--- src/rtl/spi_cmd_controller.sv ---
// Byte-level command decoder between the SPI slave front end and the 64x64 matrix memory / transformer core.
// Handles framed WRITE/READ bursts, START and STATUS; all outputs are registered.
//
// state    | meaning
// ---------+--------------------------------------------------------------
// IDLE     | waiting for an opcode byte
// HDR_AH   | waiting for address high byte (low nibble used)
// HDR_AL   | waiting for address low byte
// HDR_LEN  | waiting for length byte (words = L+1)
// WR_HI    | waiting for write data [15:8]
// WR_LO    | waiting for write data [7:0]; issues the memory write
// RD_FETCH | memory read strobe in flight
// RD_HI    | read data landing, high byte sent; waiting for dummy byte
// RD_LO    | low byte sent; waiting for dummy byte before next fetch
// DRAIN    | bad opcode seen, ignoring bytes until chip-select drops
module spi_cmd_controller (
   input  logic        clk,
   input  logic        rst,
   input  logic        cs_active,
   input  logic [7:0]  rx_byte,
   input  logic        rx_valid,
   output logic [7:0]  tx_byte,
   output logic        tx_valid,
   output logic        mem_we,
   output logic        mem_re,
   output logic [11:0] mem_addr,
   output logic [15:0] mem_wdata,
   input  logic [15:0] mem_rdata,
   output logic        core_start,
   input  logic        core_busy,
   input  logic        core_done,
   output logic        err
);

   localparam logic [7:0] OP_WRITE  = 8'hA1;
   localparam logic [7:0] OP_START  = 8'hA2;
   localparam logic [7:0] OP_STATUS = 8'hA3;
   localparam logic [7:0] OP_READ   = 8'hA4;

   typedef enum logic [3:0] {
      IDLE, HDR_AH, HDR_AL, HDR_LEN, WR_HI, WR_LO, RD_FETCH, RD_HI, RD_LO, DRAIN
   } state_t;

   state_t      state, state_nxt;
   logic        is_read, is_read_nxt;
   logic [11:0] addr, addr_nxt;
   logic [7:0]  count, count_nxt;
   logic [7:0]  data_hi, data_hi_nxt;
   logic [15:0] word, word_nxt;
   logic        rd_wait, rd_wait_nxt;
   logic        done_sticky, done_sticky_nxt;
   logic        status_clr;

   logic [7:0]  tx_byte_nxt;
   logic        tx_valid_nxt, mem_we_nxt, mem_re_nxt, core_start_nxt, err_nxt;
   logic [11:0] mem_addr_nxt;
   logic [15:0] mem_wdata_nxt;

   always_ff @(posedge clk) begin
      if (rst) state <= IDLE;
      else     state <= state_nxt;
   end

   always_comb begin
      state_nxt      = state;
      is_read_nxt    = is_read;
      addr_nxt       = addr;
      count_nxt      = count;
      data_hi_nxt    = data_hi;
      word_nxt       = word;
      rd_wait_nxt    = 1'b0;
      status_clr     = 1'b0;
      tx_byte_nxt    = tx_byte;
      tx_valid_nxt   = 1'b0;
      mem_we_nxt     = 1'b0;
      mem_re_nxt     = 1'b0;
      mem_addr_nxt   = mem_addr;
      mem_wdata_nxt  = mem_wdata;
      core_start_nxt = 1'b0;
      err_nxt        = err;

      // Chip-select loss overrides everything, including a byte arriving in the same cycle.
      if (!cs_active) begin
         state_nxt = IDLE;
      end else begin
         case (state)
            IDLE: if (rx_valid) begin
               case (rx_byte)
                  OP_WRITE: begin
                     is_read_nxt = 1'b0;
                     state_nxt   = HDR_AH;
                  end
                  OP_READ: begin
                     is_read_nxt = 1'b1;
                     state_nxt   = HDR_AH;
                  end
                  OP_START: begin
                     if (core_busy) err_nxt        = 1'b1;
                     else           core_start_nxt = 1'b1;
                  end
                  OP_STATUS: begin
                     tx_valid_nxt = 1'b1;
                     tx_byte_nxt  = {5'b0, err, done_sticky, core_busy};
                     status_clr   = 1'b1;
                  end
                  default: begin
                     err_nxt   = 1'b1;
                     state_nxt = DRAIN;
                  end
               endcase
            end
            HDR_AH: if (rx_valid) begin
               addr_nxt  = {rx_byte[3:0], addr[7:0]};
               state_nxt = HDR_AL;
            end
            HDR_AL: if (rx_valid) begin
               addr_nxt  = {addr[11:8], rx_byte};
               state_nxt = HDR_LEN;
            end
            HDR_LEN: if (rx_valid) begin
               count_nxt = rx_byte;
               if (is_read) begin
                  mem_re_nxt   = 1'b1;
                  mem_addr_nxt = addr;
                  state_nxt    = RD_FETCH;
               end else begin
                  state_nxt = WR_HI;
               end
            end
            WR_HI: if (rx_valid) begin
               data_hi_nxt = rx_byte;
               state_nxt   = WR_LO;
            end
            WR_LO: if (rx_valid) begin
               mem_we_nxt    = 1'b1;
               mem_addr_nxt  = addr;
               mem_wdata_nxt = {data_hi, rx_byte};
               addr_nxt      = addr + 12'd1;
               if (count == 8'd0) begin
                  state_nxt = IDLE;
               end else begin
                  count_nxt = count - 8'd1;
                  state_nxt = WR_HI;
               end
            end
            RD_FETCH: begin
               rd_wait_nxt = 1'b1;
               state_nxt   = RD_HI;
            end
            RD_HI: begin
               // First cycle here is when mem_rdata is valid; dummy bytes are only honoured after that.
               if (rd_wait) begin
                  word_nxt     = mem_rdata;
                  tx_byte_nxt  = mem_rdata[15:8];
                  tx_valid_nxt = 1'b1;
               end else if (rx_valid) begin
                  tx_byte_nxt  = word[7:0];
                  tx_valid_nxt = 1'b1;
                  state_nxt    = RD_LO;
               end
            end
            RD_LO: if (rx_valid) begin
               if (count == 8'd0) begin
                  state_nxt = IDLE;
               end else begin
                  count_nxt    = count - 8'd1;
                  addr_nxt     = addr + 12'd1;
                  mem_re_nxt   = 1'b1;
                  mem_addr_nxt = addr + 12'd1;
                  state_nxt    = RD_FETCH;
               end
            end
            DRAIN: state_nxt = DRAIN;
            default: state_nxt = IDLE;
         endcase
      end

      done_sticky_nxt = core_done | (done_sticky & ~status_clr);
   end

   always_ff @(posedge clk) begin
      if (rst) begin
         is_read     <= 1'b0;
         addr        <= '0;
         count       <= '0;
         data_hi     <= '0;
         word        <= '0;
         rd_wait     <= 1'b0;
         done_sticky <= 1'b0;
         tx_byte     <= '0;
         tx_valid    <= 1'b0;
         mem_we      <= 1'b0;
         mem_re      <= 1'b0;
         mem_addr    <= '0;
         mem_wdata   <= '0;
         core_start  <= 1'b0;
         err         <= 1'b0;
      end else begin
         is_read     <= is_read_nxt;
         addr        <= addr_nxt;
         count       <= count_nxt;
         data_hi     <= data_hi_nxt;
         word        <= word_nxt;
         rd_wait     <= rd_wait_nxt;
         done_sticky <= done_sticky_nxt;
         tx_byte     <= tx_byte_nxt;
         tx_valid    <= tx_valid_nxt;
         mem_we      <= mem_we_nxt;
         mem_re      <= mem_re_nxt;
         mem_addr    <= mem_addr_nxt;
         mem_wdata   <= mem_wdata_nxt;
         core_start  <= core_start_nxt;
         err         <= err_nxt;
      end
   end

endmodule

--- config.mk ---
export PLATFORM = sky130hd
export DESIGN_NAME = spi_cmd_controller
export DESIGN_NICKNAME = d
export VERILOG_FILES = /design/src/rtl/spi_cmd_controller.sv
export SDC_FILE = /design/constraint.sdc
export NUM_CORES = 1
export LEC_CHECK = 0
export ABC_CLOCK_PERIOD_IN_PS = 1900
export CAP_MARGIN = 20
export CORE_MARGIN = 5
export CORE_UTILIZATION = 48
export DETAILED_ROUTE_END_ITERATION = 8
export PLACE_DENSITY_LB_ADDON = 0.3
export SLEW_MARGIN = 20
export SYNTH_ARGS = -nofsm -noshare
export SYNTH_HDL_FRONTEND = slang
export SYNTH_SLANG_ARGS = --single-unit
--- constraint.sdc ---
create_clock -name clk -period 1.9 [get_ports clk]
set_input_delay 0.19 -clock clk [delete_from_list [all_inputs] [get_ports clk]]
set_output_delay 0.19 -clock clk [all_outputs]
set_load 0.01 [all_outputs]
==> metrics.yaml, run 1 <==
global_route:
  grt_max_degree: 37
  antenna_found_initial: 0
  grt_pass1_wl_mm: 21.2
  grt.total_usage: 0.230
  grt_pass1_vias: 4427
  grt_remaining_overflow: 0
timing:
  hold_violations: 0
  fmax_mhz: 523
  period_minus_slack_ns: 1.91
  relSlewSlack: 0.606
  fin_worst_skew_ns: 0.0122
  fin_crit_sh: 1.01
  setup_viol: 2
  slew_violations: 0
  worst_pin_slew_ns: 0.591
  rsz0062_at_grt: "yes"
  setup_ws_ns: -0.0120
setup_path:
  startpoint_type: "register"
  critPathArrivalTime_ns: 2.19
  critPathLaunch: "state[2]$_SDFFE_PP0P_"
  rr_worst_depth: 6
  crit_fanout: 6
  worst-path-stages: 6
  critical_path_required_ns: 2.18
  path_buf_inv: 1
  rrSetupSlack_ns: -0.01
  crit_chain: "or4b_4 -> o22ai_4 -> buf_6 -> and3_4 -> nor2_1 -> a211oi_2"
  end_kind: "register"
  crit_path_end: "mem_addr[4]$_SDFFE_PP0P_"
  worst_path_largest_cell_delay_ns: 0.59
  cp_slowest_cell: "or4b_4"
  cp_top_family: "simple AND/OR/NAND/NOR gates"
  reg2reg_from: "state[2]$_SDFFE_PP0P_"
  criticalPathCategory: "register to register"
  reg2reg_to: "mem_addr[4]$_SDFFE_PP0P_"
placement:
  post-place-ws_ns: -0.406
  dpl_cell_area_mm2: 0.00564
  hpwlAfterDp_mm: 9.10
  port-buffer-count: 70
  routabilityCongestion: 0.842
layout:
  multi_input_area_mm2: 0.00267
  regArea_mm2: 0.00170
  drive_above_1_share: 0.249
  diodes: 0
  utilization: 0.702
  fillers: 680
  area_growth_pct: 41.9
  fin_area_mm2: 0.00618
  finish.net_count: 694
drt:
  drt_iter0_drc: 329
  wl_per_cell_um: 16.9
  vias: 4500
  via_per_inst: 5.81
  drt-total-wl_mm: 13.1
  ant_nets: 0
  first_pass_iters: 5
  drc_errors: 0
status:
  status: "finished, violations left"
  violations: "setup timing"
logic_synthesis:
  syn_inst: 523
  syn_area_mm2: 0.00436
  async_flop_share: 0
  synth-edff-count: 0
  seq_area_frac_synth: 0.386
  ys_ff_latch: 84
  synth_cell_type_count: 66
  ys_warn_count: 0
  synth.avg_cell_area_um2: 8.33
  syn-num-nets: 556
  ys.flop_type: "dfxtp_1"
power:
  p_per_area_mw_per_mm2: 660
  vdd_drop_max_uv: 386
  leakagePower_nw: 2.35
floorplanning:
  coreArea_mm2: 0.00881
  initial_core_util: 0.495
  die_y_um: 105
  dieArea_mm2: 0.0111
  die_w_um: 105
  fp-row-count: 34
  ios: 71
clock_tree:
  tritoncts: "done"
  cts_buffer_depth: 2
  cts.htree.levels: 3
  clkLatencyLatePin_ns: 0.37
  cts_num_sinks: 84
  path_clk_slew_ns: 0.10
  root_buffer: "clkbuf_8"
  numCtsBuffers: 9
flow_run:
  drv_cap: 0
hold_path:
  min_path_type: "input port to register"
==> power breakdown <==
part | switching, mW | internal (mW)
clock network | 0.741 | 0.631
registers | 0.0392 | 1.80
logic | 0.440 | 0.436
total | 1.22 | 2.86
==> layout by cell type, fill, tap and decap left out, types with 10 or more instances in the layout <==
cell / count
a211oi_2: 10
a21oi_1: 44
buf_4: 86
clkdlybuf4s50_1: 68
dfxtp_1: 79
mux2i_1: 28
nand2_1: 61
nand2b_1: 16
nand3_1: 11
nand4_1: 10
nor2_1: 55
nor3_1: 11
o21ai_0: 18
o32ai_1: 10
==> per-layer routing <==
metal	track usage	routed length, um	vias up
met5	0	0	-
li1	-	-	2161
met1	0.304	5680	2159
met4	0.0740	225	0
met2	0.378	6300	157
met3	0.0471	854	23
==> cell type report <==
cell class	count	area share
multi-input cells	392	0.431
clock buffers	9	0.0200
clock inverters	7	0.0136
flip-flops and latches	84	0.274
inverters	10	0.00607
repair buffers	164	0.233
well taps	108	0.0218
==> tightest hold or removal path, stage by stage <==
cell	delay, ns
dlymetal6s2s_1	0.17
buf_4	0.18
nand2_1	0.06
a21oi_1	0.05
==> repair_timing <==
item                                   CTS  global route
resized for setup                        4            51
buffers inserted                         2            10
endpoints found under the hold margin    0             0
gates cloned                             1             1
hold buffers                             0             0
pin swaps                                2            17
setup endpoints to repair               29            42
==> cells in the mapped netlist, drive strengths merged, types with 4 or more instances <==
master,number,area share
dfxtp,84,0.39
nand2,62,0.053
nor2,59,0.051
a21oi,44,0.051
mux2i,29,0.067
o21ai,22,0.029
clkbuf,21,0.018
buf,18,0.026
nand2b,16,0.023
nand3,14,0.016
nor3,12,0.014
a211oi,11,0.029
o32ai,11,0.022
inv,10,0.0086
nand4,10,0.014
xnor2,9,0.018
a31oi,8,0.011
xor2,6,0.012
a21o,5,0.0086
and3,5,0.0072
a22oi,4,0.0069
nor2b,4,0.0057
nor4b,4,0.013
or3,4,0.0057
==> registers in the layout, indices dropped and copies added, names as in the netlist, 4 cells and up <==
name and flops:
data_hi 8, mem_addr 12, count 8, mem_wdata 16
tx_byte 8, word 8, state 4, addr 12
==> per-stage QoR <==
stage | hold slack, ns | TNS [ns] | power [mW] | std cells
detailed placement | 0.449 | -7.34 | 2.64 | 745
global route | 0.308 | -0.582 | 4.25 | 774
finish | 0.322 | -0.0132 | 4.08 | 774
global placement | 0.437 | -5.98 | 2.62 | 745
CTS | 0.296 | -0.609 | 4.00 | 764
floorplan | 0.319 | -0.507 | 2.28 | 523
==> worst min path at each step <==
stage                                    from                          to  slack, ns  depth (start not counted)
global placement      data_hi[7]$_SDFFE_PP0P_  mem_wdata[15]$_SDFFE_PP0P_       0.44                          2
CTS                                       rst        is_read$_SDFFE_PP0P_       0.30                          2
detailed placement  mem_wdata[5]$_SDFFE_PP0P_   mem_wdata[5]$_SDFFE_PP0P_       0.45                          2
floorplan                           core_done      done_sticky$_SDFF_PP0_       0.32                          2
global route                       rx_byte[5]   mem_wdata[5]$_SDFFE_PP0P_       0.31                          4
finish                             rx_byte[5]   mem_wdata[5]$_SDFFE_PP0P_       0.32                          4
==> logic make-up after synthesis <==
kind of cell | synth area share
xor gates and xnor gates | 0.0301
and+or+nand+nor | 0.247
adders and majority gates | 0.00861
muxes | 0.0666
AOI/OAI and AO/OA | 0.208
buffers and inverters | 0.0531
DFF | 0.386
Note: power is estimated with default switching activity, not from simulation.
==> run 2, diff against run 1 <==
--- a/config.mk
+++ b/config.mk
@@ -10,7 +10,7 @@
 export CORE_MARGIN = 5
 export CORE_UTILIZATION = 48
 export DETAILED_ROUTE_END_ITERATION = 8
-export PLACE_DENSITY_LB_ADDON = 0.3
+export PLACE_DENSITY_LB_ADDON = 0.12
 export SLEW_MARGIN = 20
 export SYNTH_ARGS = -nofsm -noshare
 export SYNTH_HDL_FRONTEND = slang
==> run 2 against run 1 <==
  * The run now ends clean
  * Clock-buffer cell count did not move
  * Routed wire length fell by 3.3%
  * Clock skew barely moved
  * Flip-flop and latch count did not move
  * Global-route usage fell by 0.10 points
  * Sequential power barely moved
  * Register-to-register slack improved by 0.05 ns
  * Design area fell by 3.2%
  * Die area did not move
  * Sequential share of layout area rose by 0.81 points
  * Total power fell by 3.4%
  * Non-clock buffer count fell by 16
==> metrics.yaml, run 2 (synthesis results as in run 1) <==
floorplanning:
  ios: 71
  die_w_um: 105
  coreArea_mm2: 0.00881
  fp-row-count: 34
  initial_core_util: 0.495
  die_y_um: 105
  dieArea_mm2: 0.0111
clock_tree:
  numCtsBuffers: 9
  clkLatencyLatePin_ns: 0.36
  path_clk_slew_ns: 0.10
  root_buffer: "clkbuf_8"
  cts.htree.levels: 3
  cts_buffer_depth: 2
  tritoncts: "done"
  cts_num_sinks: 84
  cts_hold_buf: 0
global_route:
  grt_pass1_vias: 4308
  grt_max_degree: 31
  antenna_found_initial: 0
  grt_remaining_overflow: 0
  grt.total_usage: 0.229
  grt_pass1_wl_mm: 20.9
drt:
  vias: 4331
  via_per_inst: 5.72
  first_pass_iters: 5
  wl_per_cell_um: 16.7
  drt_iter0_drc: 232
  drc_errors: 0
  ant_nets: 0
  drt-total-wl_mm: 12.6
layout:
  drive_above_1_share: 0.206
  fin_area_mm2: 0.00598
  reg.largest.list: "mem_wdata: 16 flops, addr: 12 flops, mem_addr: 12 flops"
  finish.net_count: 677
  area_growth_pct: 37.3
  largest_register: "mem_wdata"
  layout_common_cells: "dfxtp_1 (80), clkdlybuf4s50_1 (69), buf_4 (67), nand2_1 (62), nor2_1 (57)"
  utilization: 0.680
  largest_register_ffs: 16
  fillers: 749
  final_common_cell: "dfxtp_1"
  diodes: 0
setup_path:
  criticalPathCategory: "input port to register"
  critical_path_required_ns: 2.13
  startpoint_type: "input port"
  crit_chain: "clkdlybuf4s50_1 -> or4bb_1 -> or3_4 -> o21ai_4 -> mux2i_1 -> nor2_1"
  crit_fanout: 4
  cp_slowest_cell: "clkdlybuf4s50_1"
  path_buf_inv: 1
  end_kind: "register"
  worst_path_largest_cell_delay_ns: 0.53
  critPathArrivalTime_ns: 2.09
  cp_top_family: "simple AND/OR/NAND/NOR gates"
power:
  leakagePower_nw: 2.23
  fin_total_pwr_mw: 3.94
  p_per_area_mw_per_mm2: 659
  vdd_drop_max_uv: 400
placement:
  hpwlAfterDp_mm: 9.08
  routabilityCongestion: 0.904
  post-place-ws_ns: -0.376
  dpl_cell_area_mm2: 0.00563
  port-buffer-count: 70
hold_path:
  min_path_type: "input port to register"
timing:
  relSlewSlack: 0.639
  fin_crit_sh: 0.979
  fmax_mhz: 538
  hold_violations: 0
  setup_ws_ns: 0.0399
  setup_viol: 0
  slew_violations: 0
  fin_worst_skew_ns: 0.0124
  period_minus_slack_ns: 1.86
  rsz0062_at_grt: "yes"
  worst_pin_slew_ns: 0.542
status:
  status: "finished clean"
flow_run:
  drv_cap: 0
run 2: path summary, 6_finish.rpt:
| path | depth (start not counted) | start | endpoint | slack, ns |
|---|---|---|---|---|
| worst max-delay path | 6 | rx_byte[5] | tx_byte[0]$_SDFFE_PP0P_ | 0.04 |
| worst min-delay path | 2 | rst | tx_byte[2]$_SDFFE_PP0P_ | 0.29 |
| worst max register to register | 7 | state[0]$_SDFFE_PP0P_ | count[5]$_SDFFE_PP0P_ | 0.04 |
| worst min register to register | 2 | mem_wdata[2]$_SDFFE_PP0P_ | mem_wdata[2]$_SDFFE_PP0P_ | 0.46 |
run 2: report_power, final:
group	internal, mW	leakage [nW]	switching, mW	total (mW)
registers	1.80	0.680	0.0361	1.83
logic	0.408	1.45	0.417	0.825
clock network	0.520	0.102	0.765	1.29
total	2.73	2.23	1.22	3.94
run 2: timing repair:
item	4_1_cts	5_1_grt
resized for setup	5	25
setup endpoints to repair	9	35
buffers inserted	0	3
cloned	1	1
pin swaps	3	14
run 2: final cells by class:
class,count,area [um^2],share of cell area
timing repair buffer,148,1360,0.227
multi-input combinational,391,2560,0.428
inverter,10,37.5,0.00627
clock buffer,9,124,0.0207
clock inverter,7,76.3,0.0128
sequential,84,1690,0.282
tap,108,135,0.0226
run 2: per-layer routing:
metal | GRT usage | share of wire | vias to the layer above
met4 | 0.0656 | 0.013 | 0
met1 | 0.290 | 0.43 | 2066
li1 | - | - | 2123
met3 | 0.0568 | 0.055 | 13
met2 | 0.388 | 0.50 | 129
met5 | 0 | 0 | -
run 2: metrics by stage:
stage | cells | hold slack [ns] | TNS, ns
after floorplan | 523 | 0.319 | -0.507
after global placement | 736 | 0.446 | -4.48
after detailed placement | 736 | 0.450 | -5.05
after CTS | 753 | 0.270 | 0
after global routing | 757 | 0.301 | -0.290
final | 757 | 0.293 | 0
